<file path="src/rtl/sigma_mem_arb_if.sv">
// rtl/sigma_mem_arb_if.sv - request/response bundle between two masters, the arbiter and the shared slave
interface sigma_mem_arb_if #(
   parameter int ADDR_W = 32,
   parameter int DATA_W = 32
);
   localparam int BE_W = DATA_W / 8;

   logic              m0_req_i;
   logic              m0_we_i;
   logic [ADDR_W-1:0] m0_addr_i;
   logic [BE_W-1:0]   m0_be_i;
   logic [DATA_W-1:0] m0_wdata_i;
   logic              m0_ack_o;
   logic              m0_resp_o;
   logic              m0_err_o;
   logic [DATA_W-1:0] m0_rdata_o;

   logic              m1_req_i;
   logic              m1_we_i;
   logic [ADDR_W-1:0] m1_addr_i;
   logic [BE_W-1:0]   m1_be_i;
   logic [DATA_W-1:0] m1_wdata_i;
   logic              m1_ack_o;
   logic              m1_resp_o;
   logic              m1_err_o;
   logic [DATA_W-1:0] m1_rdata_o;

   logic              s_req_o;
   logic              s_we_o;
   logic [ADDR_W-1:0] s_addr_o;
   logic [BE_W-1:0]   s_be_o;
   logic [DATA_W-1:0] s_wdata_o;
   logic              s_ack_i;
   logic              s_resp_i;
   logic [DATA_W-1:0] s_rdata_i;

   modport slave (
      input  m0_req_i, m0_we_i, m0_addr_i, m0_be_i, m0_wdata_i,
      input  m1_req_i, m1_we_i, m1_addr_i, m1_be_i, m1_wdata_i,
      input  s_ack_i, s_resp_i, s_rdata_i,
      output m0_ack_o, m0_resp_o, m0_err_o, m0_rdata_o,
      output m1_ack_o, m1_resp_o, m1_err_o, m1_rdata_o,
      output s_req_o, s_we_o, s_addr_o, s_be_o, s_wdata_o
   );

   modport master (
      output m0_req_i, m0_we_i, m0_addr_i, m0_be_i, m0_wdata_i,
      output m1_req_i, m1_we_i, m1_addr_i, m1_be_i, m1_wdata_i,
      output s_ack_i, s_resp_i, s_rdata_i,
      input  m0_ack_o, m0_resp_o, m0_err_o, m0_rdata_o,
      input  m1_ack_o, m1_resp_o, m1_err_o, m1_rdata_o,
      input  s_req_o, s_we_o, s_addr_o, s_be_o, s_wdata_o
   );
endinterface

</file>
<file path="src/rtl/sigma_mem_arb.sv">
// rtl/sigma_mem_arb.sv - two-master arbiter onto one memory slave, one outstanding read with timeout
module sigma_mem_arb #(
   parameter int                ADDR_W     = 32,
   parameter int                DATA_W     = 32,
   parameter int                FIXED_PRIO = 0,
   parameter int                TIMEOUT    = 255,
   parameter logic [DATA_W-1:0] ERR_DATA   = DATA_W'(32'hDEADBEEF)
) (
   input logic           clk_i,
   input logic           arst_i,
   sigma_mem_arb_if.slave bus
);
   localparam int BE_W = DATA_W / 8;

   typedef enum logic {IDLE, WAIT_RESP} state_t;

   state_t      state, state_nx;
   logic        owner, owner_nx;
   logic        last, last_nx;
   logic        hold_vld, hold_vld_nx;
   logic        hold_own, hold_own_nx;
   logic [31:0] cnt, cnt_nx;

   logic              sel, sel_vld, tie_win, timeout_hit;
   logic              s_req, s_we;
   logic [ADDR_W-1:0] s_addr;
   logic [BE_W-1:0]   s_be;
   logic [DATA_W-1:0] s_wdata;
   logic [1:0]        ack, resp, err;
   logic [DATA_W-1:0] rdata0, rdata1;

   always_ff @(posedge clk_i or posedge arst_i) begin
      if (arst_i) begin
         state    <= IDLE;
         owner    <= 1'b0;
         last     <= 1'b1;
         hold_vld <= 1'b0;
         hold_own <= 1'b0;
         cnt      <= '0;
      end else begin
         state    <= state_nx;
         owner    <= owner_nx;
         last     <= last_nx;
         hold_vld <= hold_vld_nx;
         hold_own <= hold_own_nx;
         cnt      <= cnt_nx;
      end
   end

   always_comb begin
      state_nx    = state;
      owner_nx    = owner;
      last_nx     = last;
      hold_vld_nx = hold_vld;
      hold_own_nx = hold_own;
      cnt_nx      = cnt;
      s_req       = 1'b0;
      s_we        = 1'b0;
      s_addr      = '0;
      s_be        = '0;
      s_wdata     = '0;
      ack         = 2'b00;
      resp        = 2'b00;
      err         = 2'b00;
      rdata0      = '0;
      rdata1      = '0;

      // A stalled handshake keeps its master until the slave accepts or the master withdraws.
      tie_win     = (FIXED_PRIO != 0) ? 1'b1 : ~last;
      timeout_hit = (TIMEOUT != 0) && (cnt == 32'(TIMEOUT - 1));
      sel_vld     = bus.m0_req_i | bus.m1_req_i;
      if (hold_vld && (hold_own ? bus.m1_req_i : bus.m0_req_i))
         sel = hold_own;
      else if (bus.m0_req_i && bus.m1_req_i)
         sel = tie_win;
      else
         sel = bus.m1_req_i;

      case (state)
         IDLE: begin
            cnt_nx = '0;
            if (sel_vld) begin
               s_req   = 1'b1;
               s_we    = sel ? bus.m1_we_i    : bus.m0_we_i;
               s_addr  = sel ? bus.m1_addr_i  : bus.m0_addr_i;
               s_be    = sel ? bus.m1_be_i    : bus.m0_be_i;
               s_wdata = sel ? bus.m1_wdata_i : bus.m0_wdata_i;
               ack[sel] = bus.s_ack_i;
               if (bus.s_ack_i) begin
                  last_nx     = sel;
                  hold_vld_nx = 1'b0;
                  if (!s_we) begin
                     owner_nx = sel;
                     state_nx = WAIT_RESP;
                  end
               end else begin
                  hold_vld_nx = 1'b1;
                  hold_own_nx = sel;
               end
            end else begin
               hold_vld_nx = 1'b0;
            end
         end
         WAIT_RESP: begin
            if (bus.s_resp_i || timeout_hit) begin
               resp[owner]  = 1'b1;
               err[owner]   = ~bus.s_resp_i;
               if (owner) rdata1 = bus.s_resp_i ? bus.s_rdata_i : ERR_DATA;
               else       rdata0 = bus.s_resp_i ? bus.s_rdata_i : ERR_DATA;
               state_nx = IDLE;
               cnt_nx   = '0;
            end else begin
               cnt_nx = cnt + 32'd1;
            end
         end
         default: state_nx = IDLE;
      endcase

      if (arst_i) begin
         s_req   = 1'b0;
         s_we    = 1'b0;
         s_addr  = '0;
         s_be    = '0;
         s_wdata = '0;
         ack     = 2'b00;
         resp    = 2'b00;
         err     = 2'b00;
         rdata0  = '0;
         rdata1  = '0;
      end
   end

   assign bus.s_req_o    = s_req;
   assign bus.s_we_o     = s_we;
   assign bus.s_addr_o   = s_addr;
   assign bus.s_be_o     = s_be;
   assign bus.s_wdata_o  = s_wdata;
   assign bus.m0_ack_o   = ack[0];
   assign bus.m1_ack_o   = ack[1];
   assign bus.m0_resp_o  = resp[0];
   assign bus.m1_resp_o  = resp[1];
   assign bus.m0_err_o   = err[0];
   assign bus.m1_err_o   = err[1];
   assign bus.m0_rdata_o = rdata0;
   assign bus.m1_rdata_o = rdata1;
endmodule

</file>
<file path="src/flat_wrapper.sv">
// flat-port wrapper written by rule: the top's interface ports become plain ports
module sigma_mem_arb_flat 
#(
   parameter int                ADDR_W     = 32,
   parameter int                DATA_W     = 32,
   parameter int                FIXED_PRIO = 0,
   parameter int                TIMEOUT    = 255,
   parameter logic [DATA_W-1:0] ERR_DATA   = DATA_W'(32'hDEADBEEF)
)
  (clk_i, arst_i, bus_m0_req_i, bus_m0_we_i, bus_m0_addr_i, bus_m0_be_i, bus_m0_wdata_i, bus_m1_req_i, bus_m1_we_i, bus_m1_addr_i, bus_m1_be_i, bus_m1_wdata_i, bus_s_ack_i, bus_s_resp_i, bus_s_rdata_i, bus_m0_ack_o, bus_m0_resp_o, bus_m0_err_o, bus_m0_rdata_o, bus_m1_ack_o, bus_m1_resp_o, bus_m1_err_o, bus_m1_rdata_o, bus_s_req_o, bus_s_we_o, bus_s_addr_o, bus_s_be_o, bus_s_wdata_o);
  sigma_mem_arb_if #(.ADDR_W(ADDR_W), .DATA_W(DATA_W)) bus_i ();
  input logic clk_i;
  input logic arst_i;
  input wire logic [$bits(bus_i.m0_req_i)-1:0] bus_m0_req_i;
  input wire logic [$bits(bus_i.m0_we_i)-1:0] bus_m0_we_i;
  input wire logic [$bits(bus_i.m0_addr_i)-1:0] bus_m0_addr_i;
  input wire logic [$bits(bus_i.m0_be_i)-1:0] bus_m0_be_i;
  input wire logic [$bits(bus_i.m0_wdata_i)-1:0] bus_m0_wdata_i;
  input wire logic [$bits(bus_i.m1_req_i)-1:0] bus_m1_req_i;
  input wire logic [$bits(bus_i.m1_we_i)-1:0] bus_m1_we_i;
  input wire logic [$bits(bus_i.m1_addr_i)-1:0] bus_m1_addr_i;
  input wire logic [$bits(bus_i.m1_be_i)-1:0] bus_m1_be_i;
  input wire logic [$bits(bus_i.m1_wdata_i)-1:0] bus_m1_wdata_i;
  input wire logic [$bits(bus_i.s_ack_i)-1:0] bus_s_ack_i;
  input wire logic [$bits(bus_i.s_resp_i)-1:0] bus_s_resp_i;
  input wire logic [$bits(bus_i.s_rdata_i)-1:0] bus_s_rdata_i;
  output wire logic [$bits(bus_i.m0_ack_o)-1:0] bus_m0_ack_o;
  output wire logic [$bits(bus_i.m0_resp_o)-1:0] bus_m0_resp_o;
  output wire logic [$bits(bus_i.m0_err_o)-1:0] bus_m0_err_o;
  output wire logic [$bits(bus_i.m0_rdata_o)-1:0] bus_m0_rdata_o;
  output wire logic [$bits(bus_i.m1_ack_o)-1:0] bus_m1_ack_o;
  output wire logic [$bits(bus_i.m1_resp_o)-1:0] bus_m1_resp_o;
  output wire logic [$bits(bus_i.m1_err_o)-1:0] bus_m1_err_o;
  output wire logic [$bits(bus_i.m1_rdata_o)-1:0] bus_m1_rdata_o;
  output wire logic [$bits(bus_i.s_req_o)-1:0] bus_s_req_o;
  output wire logic [$bits(bus_i.s_we_o)-1:0] bus_s_we_o;
  output wire logic [$bits(bus_i.s_addr_o)-1:0] bus_s_addr_o;
  output wire logic [$bits(bus_i.s_be_o)-1:0] bus_s_be_o;
  output wire logic [$bits(bus_i.s_wdata_o)-1:0] bus_s_wdata_o;
  assign bus_i.m0_req_i = bus_m0_req_i;
  assign bus_i.m0_we_i = bus_m0_we_i;
  assign bus_i.m0_addr_i = bus_m0_addr_i;
  assign bus_i.m0_be_i = bus_m0_be_i;
  assign bus_i.m0_wdata_i = bus_m0_wdata_i;
  assign bus_i.m1_req_i = bus_m1_req_i;
  assign bus_i.m1_we_i = bus_m1_we_i;
  assign bus_i.m1_addr_i = bus_m1_addr_i;
  assign bus_i.m1_be_i = bus_m1_be_i;
  assign bus_i.m1_wdata_i = bus_m1_wdata_i;
  assign bus_i.s_ack_i = bus_s_ack_i;
  assign bus_i.s_resp_i = bus_s_resp_i;
  assign bus_i.s_rdata_i = bus_s_rdata_i;
  assign bus_m0_ack_o = bus_i.m0_ack_o;
  assign bus_m0_resp_o = bus_i.m0_resp_o;
  assign bus_m0_err_o = bus_i.m0_err_o;
  assign bus_m0_rdata_o = bus_i.m0_rdata_o;
  assign bus_m1_ack_o = bus_i.m1_ack_o;
  assign bus_m1_resp_o = bus_i.m1_resp_o;
  assign bus_m1_err_o = bus_i.m1_err_o;
  assign bus_m1_rdata_o = bus_i.m1_rdata_o;
  assign bus_s_req_o = bus_i.s_req_o;
  assign bus_s_we_o = bus_i.s_we_o;
  assign bus_s_addr_o = bus_i.s_addr_o;
  assign bus_s_be_o = bus_i.s_be_o;
  assign bus_s_wdata_o = bus_i.s_wdata_o;
  sigma_mem_arb #(.ADDR_W(ADDR_W), .DATA_W(DATA_W), .FIXED_PRIO(FIXED_PRIO), .TIMEOUT(TIMEOUT), .ERR_DATA(ERR_DATA)) u_core (.clk_i(clk_i), .arst_i(arst_i), .bus(bus_i));
endmodule
</file>
<file path="config.mk">
export PLATFORM = sky130hd
export DESIGN_NAME = sigma_mem_arb_flat
export DESIGN_NICKNAME = d
export VERILOG_FILES = /design/src/rtl/sigma_mem_arb_if.sv /design/src/rtl/sigma_mem_arb.sv /design/src/flat_wrapper.sv
export SDC_FILE = /design/constraint.sdc
export NUM_CORES = 1
export LEC_CHECK = 0
export ABC_AREA = 1
export BUFFER_PORTS_ARGS = -buffer_cell sky130_fd_sc_hd__buf_2
export CAP_MARGIN = 20
export CORE_AREA = 2 2 124 126
export CTS_CLUSTER_DIAMETER = 30
export CTS_CLUSTER_SIZE = 40
export DETAILED_ROUTE_END_ITERATION = 12
export DIE_AREA = 0 0 126 128
export HOLD_SLACK_MARGIN = 0.06
export RECOVER_POWER = 50
export REMOVE_ABC_BUFFERS = 1
export SLEW_MARGIN = 40
export SYNTH_ARGS = -nofsm -noshare
export SYNTH_HDL_FRONTEND = slang
export SYNTH_SLANG_ARGS = --single-unit
</file>
<file path="constraint.sdc">
create_clock -name clk_i -period 1.6 [get_ports clk_i]
set_clock_uncertainty 0.05 [all_clocks]
set_input_delay 0.08 -clock clk_i [delete_from_list [all_inputs] [get_ports clk_i]]
set_output_delay 0.08 -clock clk_i [all_outputs]
set_load 0.02 [all_outputs]
</file>
==> results of run 1 <==
==> per-layer routing <==
layer  global-route usage, %  up-vias  routed length, um
li1                        -     2915                  -
met1                   28.68     2907               8483
met2                   46.52      303              12780
met3                   4.466       90               1355
met4                   9.825        0               1350
met5                       0        -                  0
==> area by class of cell <==
class	count	area share, %
tap	188	2.557
multi-input combinational	554	40.73
sequential	37	10.09
clock inverter	2	0.4080
clock buffer	6	1.510
antenna	1	0.02720
timing repair buffer	459	42.69
inverter	41	1.986
==> registers in the layout, summed over array words and instances, names as in the netlist <==
name,cells
u_core.cnt,32
u_core.hold_own,1
u_core.hold_vld,1
u_core.last,1
u_core.owner,1
u_core.state,1
==> per-stage QoR <==
step | cell area, um2 | TNS [ns]
floorplan | 3438 | -111.72
global placement | 6002 | -13.84
detailed placement | 6002 | -13.40
CTS | 8264 | -50.52
global route | 9200 | -61.38
finish | 9200 | -50.68
==> critical path, cell delays in order (launching register included) <==
cell,delay [ns]
dfrtp_1,0.38
inv_2,0.08
ha_4,0.12
nand2_2,0.04
nor2_2,0.09
nand2_1,0.08
nor2_2,0.11
nand2_2,0.09
nand2_4,0.11
nand2_2,0.08
buf_12,0.17
nor2_1,0.14
buf_4,0.16
==> cell families after synthesis <==
family | Yosys count | share of synthesized area [%]
fa+ha+maj | 2 | 0.6982
simple gates | 456 | 49.37
compound gates | 74 | 10.34
xor+xnor | 22 | 5.377
buf+inv | 72 | 8.345
flops | 37 | 25.87
==> power groups by stage <==
stage,Combinational [W],Sequential (W),Clock (W)
detailed placement,0.00163,0.00101,0
global placement,0.00163,0.00101,0
global route,0.00337,0.00100,0.00125
finish,0.00325,0.00100,0.00118
floorplan,0.000787,0.00100,0
CTS,0.00288,0.000996,0.00120
==> worst paths after layout <==
kind	to	start	slack (ns)	depth (start not counted)
max	bus_m0_rdata_o[5]	u_core.cnt[0]$_DFF_PP0_	-0.48	12
min	u_core.hold_own$_DFFE_PP0P_	bus_s_ack_i	0.20	4
max reg2reg	u_core.owner$_DFFE_PP0P_	u_core.last$_DFFE_PP1P_	-0.08	11
min reg2reg	u_core.last$_DFFE_PP1P_	u_core.last$_DFFE_PP1P_	0.46	2
max in group asynchronous	u_core.state$_DFF_PP0_	arst_i	0.17	4
min in group asynchronous	u_core.owner$_DFFE_PP0P_	arst_i	0.69	4
==> synthesized netlist by cell type (all sizes together) <==
cell type,number
nand4,1
o21ai,73
ha,2
and2,1
inv,41
dfrtp,36
clkbuf,22
xnor2,2
a21oi,1
nand3,14
buf,9
xor2,20
nor3,12
nand2,120
nor2,308
dfstp,1
==> timing repair <==
action                                 CTS  global route
endpoints found under the hold margin   37             0
setup endpoints to repair              147           175
buffers inserted                        34            21
hold buffers                             2             0
gates cloned                            16             4
resized for setup                      477           236
pin swaps                               71            68
==> metrics.md, run 1 <==
| Metric | Value |
|---|---|
| Grt total ovfl | 0 |
| Synth top area cells | nor2_1 32%, dfrtp_1 25%, nand2_1 12% |
| H-tree levels | 2 |
| CP endpoint kind | primary output |
| Initial core utilization | 24.11% |
| DIE WIDTH | 126 um |
| Final period util | 130.1% |
| Setup violations, final | 164 |
| Slew headroom | 36.50% |
| Pre-CTS setup slack | -0.2894 ns |
| Layout net count | 1276 |
| Initial DRC Count | 361 |
| PortBufs | 315 |
| Measured slew at the worst slew-check pin | 0.9526 ns |
| Final core occ | 61.89% |
| DRC Markers | 0 |
| Clk slew on worst S/H paths | 0.06 ns |
| Area delta synth->final | 156.7% |
| Via count | 6215 |
| Avg Vias per Cell | 4.825 |
| Final ANT Viol Nets | 0 |
| Register area share after synthesis | 25.87% |
| Die Area | 16130 um2 |
| Total track usage | 25.15% |
| FF+latch area | 928.4 um2 |
| Int Pwr | 0.003237 W |
| Failing checks | setup timing |
| Crit Path Max Fanout | 25 |
| Multi-input gate area | 3747 um2 |
| Count of final hold-check violations | 0 |
| Clock share of power | 21.8% |
| Initial antenna violation count | 1 |
| Comb pwr share | 59.8% |
| Avg Cell Area, Syn | 5.405 um2 |
| Netlist Area Pre-Place | 3583 um2 |
| Power per cell area | 590.2 nW/um2 |
| Worst EP required | 1.47 ns |
| Num CTS Buffers | 5 |
| First-pass GRT wire length | 31.93 mm |
| Clock latency on the worst-skew pair | 0.28 ns |
| Total core area | 14860 um2 |
| Detailed Route WL | 23.97 mm |
| Commonest non-fill, non-tap cell in the layout | buf_2 |
| Non-filler instance count after layout | 1288 |
| GPL Wtd Cong | 0.9065 |
| Synth cell types | 22 |
| Root buffer cell | clkbuf_16 |
| MaxCap Viol Count | 0 |
| Wirelength per Cell | 18.61 um |
| Final setup margin | -0.4815 ns |
| Min Hold Slack | 0.2038 ns |
| Die Y-Extent | 128 um |
| Post-synth top area share | 32.16% |
| Fmax achieved | 480.4 MHz |
| Most frequent cells in the layout | 175 x buf_2, 165 x nor2_1, 146 x buf_4, 111 x nand2_1, 93 x buf_6 |
| Sw Ratio | 40.39% |
| DR pass1 iterations | 5 |
| Ys Warns | 0 |
| Yosys reg bits | 37 |
| Startpoint type of the worst setup path | flip-flop |
| Max-slew violations | 0 |
| CTS tree | built |
| Deepest clock path buffer count | 2 |
| Peak supply drop | 0.5764 mV |
| DP HPWL | 15.01 mm |
| Status | finished with violations |
| Setup CP Type | reg2out |
| P_leak | 4.221 nW |
| Overall power | 0.005430 W |
| RSZ-0062 raised after global routing | yes |
| Dpl cells | 1219 |
| Vias in the first global route | 5846 |
| Clock sinks | 37 |
| Arrival @ worst endpoint | 1.95 ns |
| Reg power frac | 18.4% |
| Synth area leader | nor2_1 |
| Worst Hold Class | in2reg |
| Switch Pwr | 0.002193 W |
| # IOs | 316 |
| Row count | 45 |
| Largest net degree at the start of global routing | 38 |
| FILL cells | 1219 |
| Layout cells sized above 1 | 64.06% |
| Final Critical Period | 2.081 ns |
| Post-Synthesis Cells | 663 |
(Power assumes the default switching activity.)
==> run 2: changes to the inputs <==
Settings changed: RECOVER_POWER 50 to unset, SKIP_CTS_REPAIR_TIMING set to 1.
==> run 2 against run 1 <==
The flow still finishes with violations (setup timing); sequential power hardly changed; die area stayed put; count of clock-buffer cells in the layout did not move; critical path depth unchanged; combinational power shrank 6.5%; critical endpoint is now bus_m1_rdata_o[7]; via count shrank 4.2%; final area is 2.6% lower; register-to-register slack better by 0.04 ns; fmax decreased by 1.2%; first-iteration DRC count is 19% lower; non-clock buffer count fell by 6.
==> metrics.md, run 2 (synthesized netlist as in run 1, its figures left out) <==
| Metric | Value |
|---|---|
| CP max-delay cell | dfrtp_1 (unchanged) |
| Arrival @ worst endpoint | 1.98 ns (was 1.95 ns) |
| MaxCap Viol Count | 0 (unchanged) |
| Final Critical Period | 2.108 ns (was 2.081 ns) |
| Max reg flops | 32 (unchanged) |
| Largest net degree at the start of global routing | 41 (was 38) |
| Fmax achieved | 474.5 MHz (was 480.4 MHz) |
| Final core occ | 60.31% (was 61.89%) |
| Met2 global-route usage | 36.05% (was 46.52%) |
| DRC Markers | 0 (unchanged) |
| Worst EP required | 1.47 ns (about the same) |
| CTS tree | built (unchanged) |
| Final instance area | 8965 um2 (was 9200 um2) |
| Root buffer cell | clkbuf_16 (unchanged) |
| Worst Hold Class | in2reg (unchanged) |
| Non-filler instance count after layout | 1284 (was 1288) |
| FF+latch area | 928.4 um2 (unchanged) |
| Row count | 45 (unchanged) |
| Area delta synth->final | 150.2% (was 156.7%) |
| Final period util | 131.7% (was 130.1%) |
| Final setup margin | -0.5075 ns (was -0.4815 ns) |
| DR pass1 iterations | 5 (unchanged) |
| FILL cells | 1311 (was 1219) |
| Count of final hold-check violations | 0 (unchanged) |
| P_leak | 4.158 nW (was 4.221 nW) |
| Most frequent cells in the layout | 177 x buf_2, 152 x nor2_1, 139 x buf_4, 109 x nand2_1, 96 x buf_6 (was 175 x buf_2, 165 x nor2_1, 146 x buf_4, 111 x nand2_1, 93 x buf_6) |
| Crit path largest cell delay | 0.38 ns (about the same) |
| Clock sinks | 37 (unchanged) |
| Crit Path Max Fanout | 7 (was 25) |
| Clock latency on the worst-skew pair | 0.28 ns (about the same) |
| Deepest clock path buffer count | 2 (unchanged) |
| Setup violations, final | 135 (was 164) |
| # IOs | 316 (unchanged) |
| Die Area | 16130 um2 (unchanged) |
| DIE WIDTH | 126 um (unchanged) |
| Via count | 5955 (was 6215) |
| H-tree levels | 2 (unchanged) |
| Final ANT Viol Nets | 0 (unchanged) |
| Total core area | 14860 um2 (unchanged) |
| Placed Area | 6002 um2 (unchanged) |
| Detailed Route WL | 22.27 mm (was 23.97 mm) |
| Initial antenna violation count | 2 (was 1) |
| CP delay by family, top | simple AND/OR/NAND/NOR gates (unchanged) |
| Multi-input gate area | 3565 um2 (was 3747 um2) |
| Startpoint type of the worst setup path | flip-flop (unchanged) |
| Measured slew at the worst slew-check pin | 0.4868 ns (was 0.9526 ns) |
| First-pass GRT wire length | 26.52 mm (was 31.93 mm) |
| Min Hold Slack | 0.1583 ns (was 0.2038 ns) |
| PortBufs | 315 (unchanged) |
| Max-slew violations | 0 (unchanged) |
| Most used routing layer | met2 (unchanged) |
| Layout cells sized above 1 | 62.16% (was 64.06%) |
| Num CTS Buffers | 5 (unchanged) |
| Power per cell area | 581.8 nW/um2 (was 590.2 nW/um2) |
| GPL Wtd Cong | 0.9065 (unchanged) |
| GR Layer Usage met1 | 25.58% (was 28.68%) |
| Commonest non-fill, non-tap cell in the layout | buf_2 (unchanged) |
| Dpl cells | 1219 (unchanged) |
| Avg Vias per Cell | 4.638 (was 4.825) |
| RSZ-0062 raised after global routing | yes (unchanged) |
| CP endpoint kind | primary output (unchanged) |
| CP Cell Sequence | inv_2 -> ha_4 -> nand2_2 -> nor2_2 -> nand2_1 -> nor2_2 -> nand2_2 -> nand2_4 -> nand2_8 -> buf_6 -> nor2_1 -> buf_4 (was inv_2 -> ha_4 -> nand2_2 -> nor2_2 -> nand2_1 -> nor2_2 -> nand2_2 -> nand2_4 -> nand2_2 -> buf_12 -> nor2_1 -> buf_4) |
| Grt total ovfl | 0 (unchanged) |
| Layout net count | 1271 (was 1276) |
| Bufs and invs on worst path | 3 (unchanged) |
| Initial DRC Count | 291 (was 361) |
| Vias in the first global route | 5015 (was 5846) |
| Slew headroom | 67.55% (was 36.50%) |
| Status | finished with violations (unchanged) |
| Die Y-Extent | 128 um (unchanged) |
| Total track usage | 20.76% (was 25.15%) |
| Biggest register | u_core.cnt (unchanged) |
| Peak supply drop | 0.5354 mV (was 0.5764 mV) |
| Clk slew on worst S/H paths | 0.06 ns (about the same) |
| Initial core utilization | 24.11% (unchanged) |
| Setup CP Type | reg2out (unchanged) |
| DP HPWL | 15.01 mm (unchanged) |
| Met3 GRT Util | 4.048% (was 4.466%) |
| Wirelength per Cell | 17.34 um (was 18.61 um) |
| Failing checks | setup timing (unchanged) |
run 2: cell count changes in the layout (fill, tap and decap cells not counted), sizes merged:
cell    before  now
buf        453  434
clkbuf      10   23
clkinv       0    1
diode        1    2
run 2: through the flow:
stage | setup TNS (ns) | setup WS [ns] | power, W
finish | -50.79 | -0.5075 | 0.005216
floorplan | -111.72 | -1.330 | 0.001790
global route | -61.97 | -0.5955 | 0.005430
global placement | -13.84 | -0.3040 | 0.002638
detailed placement | -13.40 | -0.2894 | 0.002637
CTS | -51.61 | -0.5905 | 0.003829
run 2: cell type report:
| type | count | area share [%] |
|---|---|---|
| diodes | 2 | 0.05583 |
| flip-flops and latches | 37 | 10.36 |
| clock inverters | 2 | 0.4187 |
| repair buffers | 453 | 43.07 |
| repair inverters | 1 | 0.1256 |
| well taps | 188 | 2.624 |
| multi-input cells | 554 | 39.76 |
| inverters | 41 | 2.038 |
| clock buffers | 6 | 1.549 |
run 2: power breakdown:
group          internal (W)  total (W)  leakage (nW)  switching [W]
logic               0.00142    0.00304          3.57        0.00163
registers          0.000971    0.00100         0.507      0.0000307
clock network      0.000778    0.00117        0.0831       0.000395
run 2: worst register-to-register path: stages (launching register included):
cell and delay, ns:
dfrtp_1 0.39, buf_4 0.16, ha_4 0.15, nand3_4 0.09
inv_1 0.06, nand2_1 0.06, nor2_1 0.12, buf_4 0.14
nand2_1 0.06, nand2_1 0.07, nand2_1 0.06, nor3_2 0.16
run 2: final timing paths:
kind	slack, ns	start	depth (start not counted)	endpoint
worst max register to register	-0.04	u_core.cnt[1]$_DFF_PP0_	11	u_core.cnt[26]$_DFF_PP0_
min in group asynchronous	0.57	arst_i	4	u_core.cnt[29]$_DFF_PP0_
max in group asynchronous	0.58	arst_i	4	u_core.state$_DFF_PP0_
worst min-delay path	0.16	bus_s_ack_i	4	u_core.hold_own$_DFFE_PP0P_
worst min register to register	0.45	u_core.hold_own$_DFFE_PP0P_	2	u_core.hold_own$_DFFE_PP0P_
worst max-delay path	-0.51	u_core.cnt[0]$_DFF_PP0_	12	bus_m1_rdata_o[7]
run 2: metal layers:
layer / part of all wire [%] / wire length, um
met1: 36 / 7967
met2: 53 / 11810
met3: 5.5 / 1229
met4: 5.7 / 1268
met5: 0 / 0
==> run 3: changes to the inputs <==
Settings changed: ABC_CLOCK_PERIOD_IN_PS set to 2300, CORE_AREA 2 2 124 126 to 2 2 121 123, DIE_AREA 0 0 126 128 to 0 0 123 125.
Clock period 1.6 ns to 2.3 ns, I/O delays scaled along.
==> run 3 against run 2 <==
The flow now finishes without violations; count of clock-buffer cells in the layout fell by 1; highest routed layer is now met5; first-iteration DRC count fell by 7.9%; combinational power fell by 65%; power fell by 49%; die area fell by 4.7%; critical path depth did not move.
==> metrics.md, run 3 (synthesized netlist as in run 1, its figures left out) <==
| Metric | Value |
|---|---|
| PortBufs | 315 (unchanged) |
| Most frequent cells in the layout | 300 x nor2_1, 282 x buf_2, 116 x nand2_1, 73 x o21ai_0, 47 x buf_4 (was 177 x buf_2, 152 x nor2_1, 139 x buf_4, 109 x nand2_1, 96 x buf_6) |
| Total track usage | 23.04% (was 20.76%) |
| Power per cell area | 460.6 nW/um2 (was 581.8 nW/um2) |
| H-tree levels | 2 (unchanged) |
| Biggest register | u_core.cnt (unchanged) |
| Final instance area | 5758 um2 (was 8965 um2) |
| Setup TNS | 0 ns (was -50.79 ns) |
| DIE WIDTH | 123 um (was 126 um) |
| Total core area | 14200 um2 (was 14860 um2) |
| Placed Area | 5371 um2 (was 6002 um2) |
| Peak supply drop | 0.2733 mV (was 0.5354 mV) |
| Most used routing layer | met2 (unchanged) |
| Antenna diode count | 0 (was 2) |
| Crit Path Max Fanout | 25 (was 7) |
| Min Hold Slack | 0.1480 ns (was 0.1583 ns) |
| Row count | 44 (was 45) |
| GR Layer Usage met1 | 27.64% (was 25.58%) |
| FILL cells | 1638 (was 1311) |
| Final ANT Viol Nets | 0 (unchanged) |
| GPL Wtd Cong | 0.9182 (was 0.9065) |
| Layout cells sized above 1 | 37.03% (was 62.16%) |
| First-pass GRT wire length | 27.10 mm (was 26.52 mm) |
| DR pass1 iterations | 5 (unchanged) |
| MaxCap Viol Count | 0 (unchanged) |
| DP HPWL | 15.19 mm (was 15.01 mm) |
| Pre-CTS setup slack | 0.2727 ns (was -0.2894 ns) |
| Die Y-Extent | 125 um (was 128 um) |
| FF+latch area | 927.1 um2 (was 928.4 um2) |
| Final setup margin | 0.1199 ns (was -0.5075 ns) |
| Num CTS Buffers | 5 (unchanged) |
| CP endpoint kind | primary output (unchanged) |
| Multi-input gate area | 2407 um2 (was 3565 um2) |
| Root buffer cell | clkbuf_16 (unchanged) |
| Initial core utilization | 25.23% (was 24.11%) |
| Grt total ovfl | 0 (unchanged) |
| Max reg flops | 32 (unchanged) |
| Fmax achieved | 458.7 MHz |
| Avg Vias per Cell | 4.502 (was 4.638) |
| RSZ-0062 raised after global routing | yes (unchanged) |
| Setup CP Type | reg2out (unchanged) |
| Clock sinks | 37 (unchanged) |
| Clock latency on the worst-skew pair | 0.28 ns (about the same) |
| Die Area | 15380 um2 (was 16130 um2) |
| Final Critical Period | 2.180 ns |
| Measured slew at the worst slew-check pin | 0.4957 ns (was 0.4868 ns) |
| Area delta synth->final | 60.68% (was 150.2%) |
| Initial antenna violation count | 3 (was 2) |
| CTS tree | built (unchanged) |
| Largest net degree at the start of global routing | 51 (was 41) |
| Switch Pwr | 0.0009865 W (was 0.002052 W) |
| Worst EP required | 2.13 ns (was 1.47 ns) |
| Deepest clock path buffer count | 2 (unchanged) |
| Final period util | 94.79% |
| Vias in the first global route | 4895 (was 5015) |
| Max-slew violations | 0 (unchanged) |
| Slew headroom | 66.95% (was 67.55%) |
| Comb pwr share | 40.4% (was 58.3%) |
| Via count | 5218 (was 5955) |
| P_leak | 3.210 nW (was 4.158 nW) |
| Int Pwr | 0.001666 W (was 0.003164 W) |
| Initial DRC Count | 268 (was 291) |
| Commonest non-fill, non-tap cell in the layout | nor2_1 (was buf_2) |
| Startpoint type of the worst setup path | flip-flop (unchanged) |
| Reg power frac | 26.1% (was 19.2%) |
| Count of final hold-check violations | 0 (unchanged) |
| Status | finished clean (was finished with violations) |
| Setup violations, final | 0 (was 135) |
| Met3 GRT Util | 4.425% (was 4.048%) |
| Clock share of power | 33.5% (was 22.5%) |
| Arrival @ worst endpoint | 2.02 ns (was 1.98 ns) |
| Met2 global-route usage | 41.27% (was 36.05%) |
| Layout net count | 1152 (was 1271) |
| DRC Markers | 0 (unchanged) |
| Detailed Route WL | 18.14 mm (was 22.27 mm) |
| Sw Ratio | 37.19% (was 39.34%) |
| Wirelength per Cell | 15.65 um (was 17.34 um) |
| # IOs | 316 (unchanged) |
| Overall power | 0.002652 W (was 0.005216 W) |
| Clk slew on worst S/H paths | 0.06 ns (about the same) |
| Worst Hold Class | in2reg (unchanged) |
run 3: metal layers:
layer,vias to the layer above,share of wire [%]
met3,28,5.5
met1,2378,39
met4,4,2.4
met2,156,53
met5,-,0.12
li1,2652,-
run 3: power groups by stage:
stage / logic [W] / registers (W) / clock network [W]
6_report: 0.00107 / 0.000692 / 0.000888
3_3_place_gp: 0.00104 / 0.000702 / 0
5_1_grt: 0.00117 / 0.000695 / 0.000937
2_1_floorplan: 0.000547 / 0.000698 / 0
4_1_cts: 0.00105 / 0.000692 / 0.000905
3_5_place_dp: 0.00104 / 0.000703 / 0
run 3: per-stage QoR:
step           instances  util (%)
6_report            1159     40.54
5_1_grt             1159     40.54
4_1_cts             1153     39.16
3_5_place_dp        1145     37.82
3_3_place_gp        1145     37.82
2_1_floorplan        632         -
run 3: cell type report:
type / count / share of cell area, %
multi-input cells: 554 / 41.81
inverters: 41 / 2.716
clock inverters: 3 / 1.130
well taps: 184 / 3.998
repair buffers: 335 / 32.07
clock buffers: 5 / 2.173
flip-flops and latches: 37 / 16.10
run 3: worst paths after layout:
check	start	slack, ns	cells after the start	endpoint
max in group asynchronous	arst_i	1.33	4	u_core.cnt[7]$_DFF_PP0_
worst min-delay path	bus_s_ack_i	0.15	4	u_core.hold_vld$_DFFE_PP0N_
worst max-delay path	u_core.cnt[0]$_DFF_PP0_	0.12	12	bus_m1_rdata_o[21]
worst max register to register	u_core.cnt[0]$_DFF_PP0_	0.57	7	u_core.cnt[28]$_DFF_PP0_
worst min register to register	u_core.hold_own$_DFFE_PP0P_	0.44	2	u_core.hold_own$_DFFE_PP0P_
min in group asynchronous	arst_i	0.52	4	u_core.owner$_DFFE_PP0P_
run 3: worst max-delay path: stages, from the launching register on:
cell and delay (ns):
dfrtp_1 0.42, inv_2 0.08, ha_1 0.14, nand2_1 0.05
nor2_1 0.10, nand2_1 0.08, nor2_1 0.10, nand2_1 0.09
nand2_2 0.11, buf_6 0.14, nand2_8 0.12, nor2_1 0.14
buf_4 0.15
